==> src/rtl/alu_pkg.sv <==
// Shared opcode, FSM state and flag-index definitions for the multi-cycle ALU.
package alu_pkg;

  typedef enum logic [3:0] {
    OP_ADD   = 4'd0,
    OP_SUB   = 4'd1,
    OP_SHL   = 4'd2,
    OP_SHR   = 4'd3,
    OP_PASS  = 4'd4,
    OP_LDLO  = 4'd5,
    OP_LDHI  = 4'd6,
    OP_CMPEQ = 4'd7,
    OP_CMPLT = 4'd8,
    OP_CMPGT = 4'd9,
    OP_MULU  = 4'd10,
    OP_DIVU  = 4'd11
  } alu_op_t;

  typedef enum logic [1:0] {
    ST_IDLE = 2'd0,
    ST_BUSY = 2'd1,
    ST_DONE = 2'd2
  } alu_state_t;

  localparam int NFLAGS   = 5;
  localparam int FLAG_Z   = 0;
  localparam int FLAG_C   = 1;
  localparam int FLAG_V   = 2;
  localparam int FLAG_CMP = 3;
  localparam int FLAG_ERR = 4;

  function automatic logic is_multicycle(input logic [3:0] op);
    return (op == OP_MULU) || (op == OP_DIVU);
  endfunction

endpackage

==> src/rtl/alu_muldiv.sv <==
// Iterative unsigned multiplier / restoring divider, one bit per cycle.
// {hi, lo} is a single shift register shared by both operations.
module alu_muldiv #(
  parameter int W = 32
) (
  input  logic         clock,
  input  logic         reset_n,
  input  logic         start,
  input  logic         is_div,
  input  logic [W-1:0] a,
  input  logic [W-1:0] b,
  output logic         busy,
  output logic         done,
  output logic [W-1:0] lo,
  output logic [W-1:0] hi
);

  localparam int CW = $clog2(W) + 1;
  localparam logic [CW-1:0] CNT_LAST = CW'(W);

  logic          busy_q;
  logic          div_q;
  logic [CW-1:0] cnt;
  logic [W-1:0]  hi_q;
  logic [W-1:0]  lo_q;
  logic [W-1:0]  opnd;

  logic [W:0]    mul_sum;
  logic [W:0]    div_t;
  logic          div_ge;
  logic [W-1:0]  div_diff;
  logic [W-1:0]  hi_n;
  logic [W-1:0]  lo_n;

  // Multiply shifts right (multiplier bits leave lo), divide shifts left
  // (quotient bits enter lo); opnd is the multiplicand or the divisor.
  always_comb begin
    mul_sum  = {1'b0, hi_q} + (lo_q[0] ? {1'b0, opnd} : '0);
    div_t    = {hi_q, lo_q[W-1]};
    div_ge   = (div_t >= {1'b0, opnd});
    div_diff = div_t[W-1:0] - opnd;
    hi_n     = '0;
    lo_n     = '0;
    if (div_q) begin
      hi_n = div_ge ? div_diff : div_t[W-1:0];
      lo_n = {lo_q[W-2:0], div_ge};
    end else begin
      hi_n = mul_sum[W:1];
      lo_n = {mul_sum[0], lo_q[W-1:1]};
    end
  end

  always_ff @(posedge clock or negedge reset_n) begin
    if (!reset_n) begin
      busy_q <= 1'b0;
      div_q  <= 1'b0;
      cnt    <= '0;
      hi_q   <= '0;
      lo_q   <= '0;
      opnd   <= '0;
    end else if (start) begin
      busy_q <= 1'b1;
      div_q  <= is_div;
      cnt    <= '0;
      hi_q   <= '0;
      lo_q   <= is_div ? a : b;
      opnd   <= is_div ? b : a;
    end else if (busy_q) begin
      if (cnt == CNT_LAST) begin
        busy_q <= 1'b0;
      end else begin
        hi_q <= hi_n;
        lo_q <= lo_n;
        cnt  <= cnt + 1'b1;
      end
    end
  end

  assign busy = busy_q;
  assign done = busy_q && (cnt == CNT_LAST);
  assign lo   = lo_q;
  assign hi   = hi_q;

endmodule

==> src/rtl/alu_mc.sv <==
// Multi-cycle integer ALU: single-cycle unit, iterative mul/div, result FSM
// and valid/ready handshakes on both ports.
module alu_mc
  import alu_pkg::*;
#(
  parameter int W  = 32,
  parameter int SW = $clog2(W)
) (
  input  logic              clock,
  input  logic              reset_n,
  input  logic              in_valid,
  output logic              in_ready,
  input  logic [3:0]        op,
  input  logic [W-1:0]      a,
  input  logic [W-1:0]      b,
  input  logic [W/2-1:0]    imm,
  output logic              out_valid,
  input  logic              out_ready,
  output logic [W-1:0]      result,
  output logic [W-1:0]      result_hi,
  output logic [NFLAGS-1:0] flags,
  output alu_state_t        dbg_state
);

  localparam logic [W-1:0] W_LIM = W'(W);

  alu_state_t        state;
  logic              accept;
  logic              is_div_op;
  logic              go_multi;
  logic              md_start;
  logic              md_busy;
  logic              md_done;
  logic [W-1:0]      md_lo;
  logic [W-1:0]      md_hi;
  logic [NFLAGS-1:0] md_flags;

  logic [W:0]        add_s;
  logic [W:0]        sub_s;
  logic [W-1:0]      sc_res;
  logic [W-1:0]      sc_hi;
  logic [NFLAGS-1:0] sc_flags;

  // A transfer happens on a rising edge where valid & ready are both high;
  // a producer holds its payload stable while valid is high and ready is low.
  assign in_ready  = ((state == ST_IDLE) | ((state == ST_DONE) & out_ready)) & ~md_busy;
  assign accept    = in_valid & in_ready;
  assign is_div_op = (op == OP_DIVU);
  assign go_multi  = is_multicycle(op) & ~(is_div_op & (b == '0));
  assign md_start  = accept & go_multi;
  assign dbg_state = state;

  alu_muldiv #(.W(W)) u_muldiv (
    .clock   (clock),
    .reset_n (reset_n),
    .start   (md_start),
    .is_div  (is_div_op),
    .a       (a),
    .b       (b),
    .busy    (md_busy),
    .done    (md_done),
    .lo      (md_lo),
    .hi      (md_hi)
  );

  assign add_s = {1'b0, a} + {1'b0, b};
  assign sub_s = {1'b0, a} + {1'b0, ~b} + {{W{1'b0}}, 1'b1};

  always_comb begin
    sc_res   = '0;
    sc_hi    = '0;
    sc_flags = '0;
    case (op)
      OP_ADD: begin
        sc_res           = add_s[W-1:0];
        sc_flags[FLAG_C] = add_s[W];
        sc_flags[FLAG_V] = (a[W-1] == b[W-1]) & (add_s[W-1] != a[W-1]);
      end
      OP_SUB: begin
        sc_res           = sub_s[W-1:0];
        sc_flags[FLAG_C] = sub_s[W];
        sc_flags[FLAG_V] = (a[W-1] != b[W-1]) & (sub_s[W-1] != a[W-1]);
      end
      OP_SHL:   sc_res = (b >= W_LIM) ? '0 : (a << b[SW-1:0]);
      OP_SHR:   sc_res = (b >= W_LIM) ? '0 : (a >> b[SW-1:0]);
      OP_PASS:  sc_res = a;
      OP_LDLO:  sc_res = {a[W-1:W/2], imm};
      OP_LDHI:  sc_res = {imm, a[W/2-1:0]};
      OP_CMPEQ: sc_flags[FLAG_CMP] = (a == b);
      OP_CMPLT: sc_flags[FLAG_CMP] = (a < b);
      OP_CMPGT: sc_flags[FLAG_CMP] = (a > b);
      OP_MULU: ;
      // Only reaches the output registers for a zero divisor.
      OP_DIVU: begin
        sc_res             = '1;
        sc_hi              = a;
        sc_flags[FLAG_ERR] = 1'b1;
      end
      default:  sc_flags[FLAG_ERR] = 1'b1;
    endcase
    sc_flags[FLAG_Z] = (sc_res == '0);
  end

  always_comb begin
    md_flags         = '0;
    md_flags[FLAG_Z] = (md_lo == '0);
  end

  always_ff @(posedge clock or negedge reset_n) begin
    if (!reset_n) begin
      state     <= ST_IDLE;
      out_valid <= 1'b0;
      result    <= '0;
      result_hi <= '0;
      flags     <= '0;
    end else if (accept) begin
      if (go_multi) begin
        state     <= ST_BUSY;
        out_valid <= 1'b0;
      end else begin
        state     <= ST_DONE;
        out_valid <= 1'b1;
        result    <= sc_res;
        result_hi <= sc_hi;
        flags     <= sc_flags;
      end
    end else begin
      case (state)
        ST_BUSY: begin
          if (md_done) begin
            state     <= ST_DONE;
            out_valid <= 1'b1;
            result    <= md_lo;
            result_hi <= md_hi;
            flags     <= md_flags;
          end
        end
        ST_DONE: begin
          if (out_ready) begin
            state     <= ST_IDLE;
            out_valid <= 1'b0;
          end
        end
        default: ;
      endcase
    end
  end

endmodule

==> config.mk <==
export PLATFORM = sky130hd
export DESIGN_NAME = alu_mc
export DESIGN_NICKNAME = d
export VERILOG_FILES = /design/src/rtl/alu_pkg.sv /design/src/rtl/alu_muldiv.sv /design/src/rtl/alu_mc.sv
export SDC_FILE = /design/constraint.sdc
export NUM_CORES = 1
export LEC_CHECK = 0
export BUFFER_PORTS_ARGS = -buffer_cell sky130_fd_sc_hd__buf_2
export CAP_MARGIN = 20
export CELL_PAD_IN_SITES_DETAIL_PLACEMENT = 1
export CELL_PAD_IN_SITES_GLOBAL_PLACEMENT = 1
export CORE_MARGIN = 1.5
export CORE_UTILIZATION = 48
export CTS_BUF_LIST = sky130_fd_sc_hd__clkbuf_4 sky130_fd_sc_hd__clkbuf_8
export CTS_CLUSTER_DIAMETER = 200
export DETAILED_ROUTE_END_ITERATION = 6
export GPL_TIMING_DRIVEN = 0
export HOLD_SLACK_MARGIN = 0.02
export PLACE_DENSITY_LB_ADDON = 0.05
export REMOVE_ABC_BUFFERS = 1
export SETUP_SLACK_MARGIN = 0.2
export SYNTH_ARGS = -nofsm -noshare
export SYNTH_HDL_FRONTEND = slang
export SYNTH_SLANG_ARGS = --single-unit
==> constraint.sdc <==
create_clock -name clock -period 4.2 [get_ports clock]
set_input_delay 0.63 -clock clock [delete_from_list [all_inputs] [get_ports clock]]
set_output_delay 0.63 -clock clock [all_outputs]
set_load 0.01 [all_outputs]
==> results.yml, run 1 <==
placement:
  place_hpwl_mm: 74.03
  placed_area_sq_um: 22500
  place_ws_ps: -2699
  placed_cells: 3333
  gp_congestion: 0.9763
  portBuffers: 160
layout:
  drive_gt1_share_pct: 17.16
  fin_util_pct: 54.36
  fill_cells: 5431
  fin_area_sq_um: 23990
  nNetsFinal: 3025
  layoutNonFillerInstCount: 3408
  areaGrowthSynthToFinish_pct: 11.98
outcome:
  outcome: "finished with violations"
  violations: "DRC"
floorplan:
  die_h_um: 214.3
  core_sq_um: 44120
  die_w_um: 214.3
  start_util_pct: 48.55
  die_area_sq_um: 45910
  io_pins: 161
  rows: 77
detailed_routing:
  routed_wl_mm: 102.9
  vias_per_cell: 7.093
  antenna_left: 0
  drtIter0Drc: 2645
  vias: 24170
  wl_per_cell_um: 30.19
  drc: 2
  drtPass1Iterations: 7
power:
  p_leak_uw: 0.01027
  total_power_uw: 8181
  p_per_area_nw_per_um2: 341.0
  vdd_drop_max_mv: 0.2192
cts:
  path_clk_slew_ps: 110
  ctsRootBufferMaster: "clkbuf_8"
  cts_buffers: 17
  clk_latency_ps: 560
  htreeDepth: 4
  hold_buffers: 0
  cts_buffer_depth: 2
  cts.sink_count: 175
  cts_tree: "yes"
yosys:
  synth_ff_type: "dfrtp_1"
  async_reset_ff_share_pct: 100.0
  netlist_area_sq_um: 21420
  synth_seq_area_share_pct: 20.44
  yosys_warnings: 0
  avgSynthCellArea_sq_um: 7.711
  synthDistinctLibCells: 99
  ys_ff_latch: 175
  synth_edf_count: 0
  syn_inst: 2778
sta:
  relSlewSlack_pct: 21.70
  worstMarginPinSlew_ps: 1172
  final-hold-violation-count: 0
  final-setup-viol-count: 0
  finalCriticalPeriod_ps: 4109
  fmax_mhz: 243.4
  skew_ps: 20.26
  grt_setup_unrepaired: "yes"
  layout_setup_ws_ps: 91.13
  period_share_pct: 97.83
  drv_slew: 0
global_routing:
  grt_pass1_wl_mm: 152.6
  met3_usage_pct: 10.45
  grt.total_usage_pct: 43.41
  grt_max_degree: 110
  met1_usage_pct: 54.31
  antenna_found_initial: 6
  overflow: 0
  use_met2_pct: 67.62
  grt-busiest-layer: "met2"
  grt_pass1_vias: 24540
worst_setup_path:
  crit_fanout: 33
  reg2reg_slack_ps: 330
  critPathArrivalTime_ps: 4560
  crit_type: "in2reg"
  required_ps: 4650
  critPathCaptureType: "flop"
  worst_setup_path_start_kind: "input port"
job:
  cap_violations: 0
min_path:
  hp-class: "in2async"
-- metrics by stage --
stage                     setup TNS (ps)  hold WS [ps]
after floorplan                  -178520         334.4
after global placement           -829040         456.5
after detailed placement          -51400         467.0
after CTS                              0         20.71
after global routing                   0         47.58
final                                  0         3.907
-- layout by cell type (no fill, tap or decap), types with 37 or more instances in the layout --
| cell | instances |
|---|---|
| nand2_1 | 304 |
| a21oi_1 | 243 |
| o21ai_0 | 222 |
| nor2_1 | 198 |
| dfrtp_1 | 173 |
| buf_2 | 146 |
| inv_1 | 122 |
| ha_1 | 118 |
| mux2i_1 | 101 |
| nand3_1 | 81 |
| a31oi_1 | 59 |
| xnor2_1 | 49 |
| a21o_1 | 48 |
| mux4_2 | 46 |
| and3_1 | 45 |
| and2_1 | 41 |
| nor3_1 | 41 |
| a221o_1 | 37 |
| mux2_2 | 37 |
| buf_4 | 37 |
-- registers in the layout, summed over array words and instances, names as in the netlist --
name and count:
u_muldiv.lo 32, result 32, u_muldiv.busy 1, u_muldiv.opnd 32, dbg_state 1, u_muldiv.hi 32
out_valid 1, u_muldiv.cnt 6, u_muldiv.div_q 1, result_hi 32, flags 5
-- worst max-delay path: stages --
cell,delay [ps]
clkbuf_4,470
nand4bb_1,700
nor2_2,770
nand3_1,210
a221oi_1,750
nor2_1,260
o211ai_1,180
mux2_2,190
a22oi_1,130
a31o_1,220
-- where the power goes --
part           leakage (uW)  internal [uW]  switching, uW
Sequential          0.00229           1930            406
Combinational       0.00777           1790           2700
Clock              0.000211            630            727
Total                0.0103           4350           3830
-- area by class of cell --
type / count / area (sq um) / area share, %
antenna: 2 / 5.005 / 0.02086
clock buffer: 21 / 270.3 / 1.127
clock inverter: 11 / 157.7 / 0.6572
inverter: 128 / 529.3 / 2.206
multi-input combinational: 2249 / 16050 / 66.90
sequential: 175 / 4384 / 18.28
tap: 592 / 740.7 / 3.088
timing repair buffer: 228 / 1841 / 7.673
timing repair inverter: 2 / 12.51 / 0.05216
-- cells by family after synthesis --
group,Yosys count,share of synthesized area (%)
mux,196,12.71
buf+inv,354,7.301
flops,175,20.44
fa+ha+maj,136,8.084
xor+xnor,79,3.230
compound gates,947,28.58
simple gates,891,19.65
-- cells in the mapped netlist (49+ instances only) --
| library cell | instances | area, sq um |
|---|---|---|
| nor2_1 | 209 | 784.5 |
| a31oi_1 | 66 | 412.9 |
| a21o_1 | 49 | 367.9 |
| clkbuf_1 | 167 | 626.9 |
| inv_1 | 125 | 469.2 |
| ha_1 | 132 | 1652 |
| dfrtp_1 | 175 | 4379 |
| a21oi_1 | 250 | 1251 |
| nand3_1 | 83 | 415.4 |
| o21ai_0 | 228 | 1141 |
| nand2_1 | 307 | 1152 |
| mux2i_1 | 101 | 1011 |
| xnor2_1 | 50 | 437.9 |
-- per-layer routing --
metal  vias up  wire, um  share of wire (%)
met2      1421     45980                 45
met3       439     10110                9.8
met5         -        39              0.038
met4         6      6888                6.7
met1     11990     39880                 39
li1      10320         -                  -
-- worst paths after layout --
kind / start / end / depth (start not counted)
worst max-delay path: op[0] / flags[0] / 10
worst min-delay path: reset_n / result[9] / 1
worst max register to register: u_muldiv.cnt[0] / flags[0] / 14
worst min register to register: result_hi[4] / result_hi[4] / 2
max in group asynchronous: reset_n / u_muldiv.div_q / 2
min in group clock: b[22] / u_muldiv.opnd[22] / 3
-- what timing repair did --
| action | in CTS | in global routing |
|---|---|---|
| buffers inserted | 9 | 23 |
| resized for setup | 77 | 70 |
| cloned | 4 | 3 |
| pin swaps | 9 | 25 |
| endpoints found under the setup margin | 52 | 23 |
Power figures use the tool's default switching activity.
==> run 2: changes to the inputs <==
--- a/config.mk
+++ b/config.mk
@@ -10,7 +10,7 @@
 export CELL_PAD_IN_SITES_DETAIL_PLACEMENT = 1
 export CELL_PAD_IN_SITES_GLOBAL_PLACEMENT = 1
 export CORE_MARGIN = 1.5
-export CORE_UTILIZATION = 48
+export CORE_UTILIZATION = 40
 export CTS_BUF_LIST = sky130_fd_sc_hd__clkbuf_4 sky130_fd_sc_hd__clkbuf_8
 export CTS_CLUSTER_DIAMETER = 200
 export DETAILED_ROUTE_END_ITERATION = 6
==> run 2 against run 1 <==
- the flow now finishes without violations
- routed wire length is 1.1% higher
- critical path depth is 2 higher
- hold slack better by 360 ps
- total power is 2.7% lower
==> results.yml, run 2 (same netlist as run 1, synthesis figures left out) <==
power:
  vdd_drop_max_mv: 0.1744
  p_per_area_nw_per_um2: 334.4
  swShare_pct: 48.21
  intPower_uw: 4121
  netSwitchingPower_uw: 3837
  p_leak_uw: 0.01012
  p_clk_share_pct: 15.7
  seqPwrFrac_pct: 29.2
  pwr-share-comb_pct: 55.1
cts:
  ctsRootBufferMaster: "clkbuf_8"
  cts_buffer_depth: 2
  cts_buffers: 17
  cts.sink_count: 175
  cts_tree: "yes"
  clk_latency_ps: 590
  htreeDepth: 4
  path_clk_slew_ps: 120
placement:
  gp_congestion: 0.9715
  portBuffers: 160
  place_hpwl_mm: 75.81
layout:
  seq_area_sq_um: 4384
  nNetsFinal: 3013
  multi_input_area_sq_um: 15980
  layout_common_cells: "nand2_1, a21oi_1, o21ai_0, nor2_1, dfrtp_1"
  fin_util_pct: 45.11
  fill_cells: 6481
  areaGrowthSynthToFinish_pct: 11.10
  final_common_cell: "nand2_1"
  drive_gt1_share_pct: 16.31
floorplan:
  rows: 84
  die_h_um: 234.4
  start_util_pct: 40.60
  die_w_um: 234.4
  core_sq_um: 52760
  io_pins: 161
  die_area_sq_um: 54950
global_routing:
  antenna_found_initial: 4
  overflow: 0
  grt_pass1_vias: 23290
  grt_max_degree: 105
  grt_pass1_wl_mm: 151.1
  grt.total_usage_pct: 37.04
outcome:
  outcome: "finished, final reports clean"
worst_setup_path:
  cpMostUsedCell: "nand4_1"
  path_cells: "buf_2 > nor4_1 > nand2_1 > or3_1 > nor2_1 > a211o_1 > a211oi_2 > nand4_1 > nor4_4 > nand4_1 > nor4_2 > a31o_1"
  timing.rr.end: "flags[0]"
  slowest_stage: "or3_1"
  critPathCaptureType: "flop"
  slowest_delay_ps: 830
  crit_fanout: 23
  required_ps: 4720
  crit_family: "simple AND/OR/NAND/NOR gates"
  worst_setup_path_start_kind: "input port"
  reg2regPathDepth: 15
  r2r_start: "u_muldiv.cnt[0]"
  crit_type: "in2reg"
  reg2reg_slack_ps: 240
  critPathArrivalTime_ps: 4570
  cp_num_buf_inv: 1
min_path:
  min-delay-start: "b[23]"
  min_path_cells: 3
  hp-class: "in2reg"
  min_to: "u_muldiv.opnd[23]"
sta:
  final-hold-violation-count: 0
  drv_slew: 0
  skew_ps: 19.54
  final-setup-viol-count: 0
  worstMarginPinSlew_ps: 1006
  grt_setup_unrepaired: "yes"
  relSlewSlack_pct: 32.97
  fmax_mhz: 246.8
  finalCriticalPeriod_ps: 4053
  tns_ps: 0
  period_share_pct: 96.49
detailed_routing:
  drc: 0
  routed_wl_mm: 104.0
  drtIter0Drc: 2044
  vias: 23510
  drtPass1Iterations: 5
  antenna_left: 0
  wl_per_cell_um: 29.78
  vias_per_cell: 6.731
job:
  cap_violations: 0
-- run 2: cell type report --
class | instances | area share (%)
Tap cell | 688 | 3.617
Clock buffer | 17 | 0.9831
Clock inverter | 15 | 0.6151
Antenna cell | 3 | 0.03154
Multi-Input combinational cell | 2249 | 67.13
Timing Repair Buffer | 216 | 6.924
Timing Repair inverter | 2 | 0.04206
Sequential cell | 175 | 18.42
Inverter | 128 | 2.240
-- run 2: repair_timing --
action                                  in CTS  in global routing
cloned                                       1                  5
endpoints found under the hold margin       37                  0
hold buffers                                 1                  0
pin swaps                                    5                 15
gates resized for setup                     63                 63
endpoints found under the setup margin      58                 18
setup buffers                                6                 14
-- run 2: per-layer routing --
metal | share of wire [%] | up-vias | routed length (um) | track usage [%]
li1 | - | 10280 | - | -
met5 | 0 | - | 0 | 0
met4 | 4.9 | 0 | 5126 | 17.06
met3 | 7.6 | 235 | 7888 | 6.432
met2 | 46 | 1056 | 47400 | 59.13
met1 | 42 | 11940 | 43590 | 48.72
-- run 2: how the worst max path moves through the flow --
| stage | cells past startpoint | slack [ps] | endpoint | from |
|---|---|---|---|---|
| floorplan | 6 | -2120 | u_muldiv.hi[19] | out_ready |
| global route | 16 | 100 | flags[0] | b[0] |
| CTS | 15 | 40 | flags[0] | b[1] |
| finish | 12 | 150 | flags[0] | b[10] |
| global placement | 7 | -6660 | u_muldiv.hi[19] | out_ready |
| detailed placement | 14 | -2750 | flags[0] | b[4] |
-- run 2: power groups by stage --
stage               clock [uW]  sequential, uW  combinational, uW
finish                    1250            2330               4380
global placement             0            2350               3910
floorplan                    0            2210               2740
global route              1340            2360               4740
CTS                       1290            2310               4170
detailed placement           0            2340               4050
-- run 2: through the flow --
stage / hold slack [ps] / instances / total power, uW / worst slack [ps] / cell area, sq um
after floorplan: 334.4 / 2552 / 4948 / -2121 / 20340
after global placement: 456.7 / 3400 / 6262 / -6663 / 22000
after detailed placement: 466.6 / 3428 / 6398 / -2750 / 22570
after CTS: 318.8 / 3468 / 7771 / 39.57 / 23290
after global routing: 352.2 / 3491 / 8441 / 104.8 / 23800
final: 367.7 / 3493 / 7958 / 147.5 / 23800
-- run 2: tightest hold or removal path, delay by kind of cell --
family          cells  cell delay [ps]
compound gates      1               70
buf+inv             1              150
simple gates        1               70
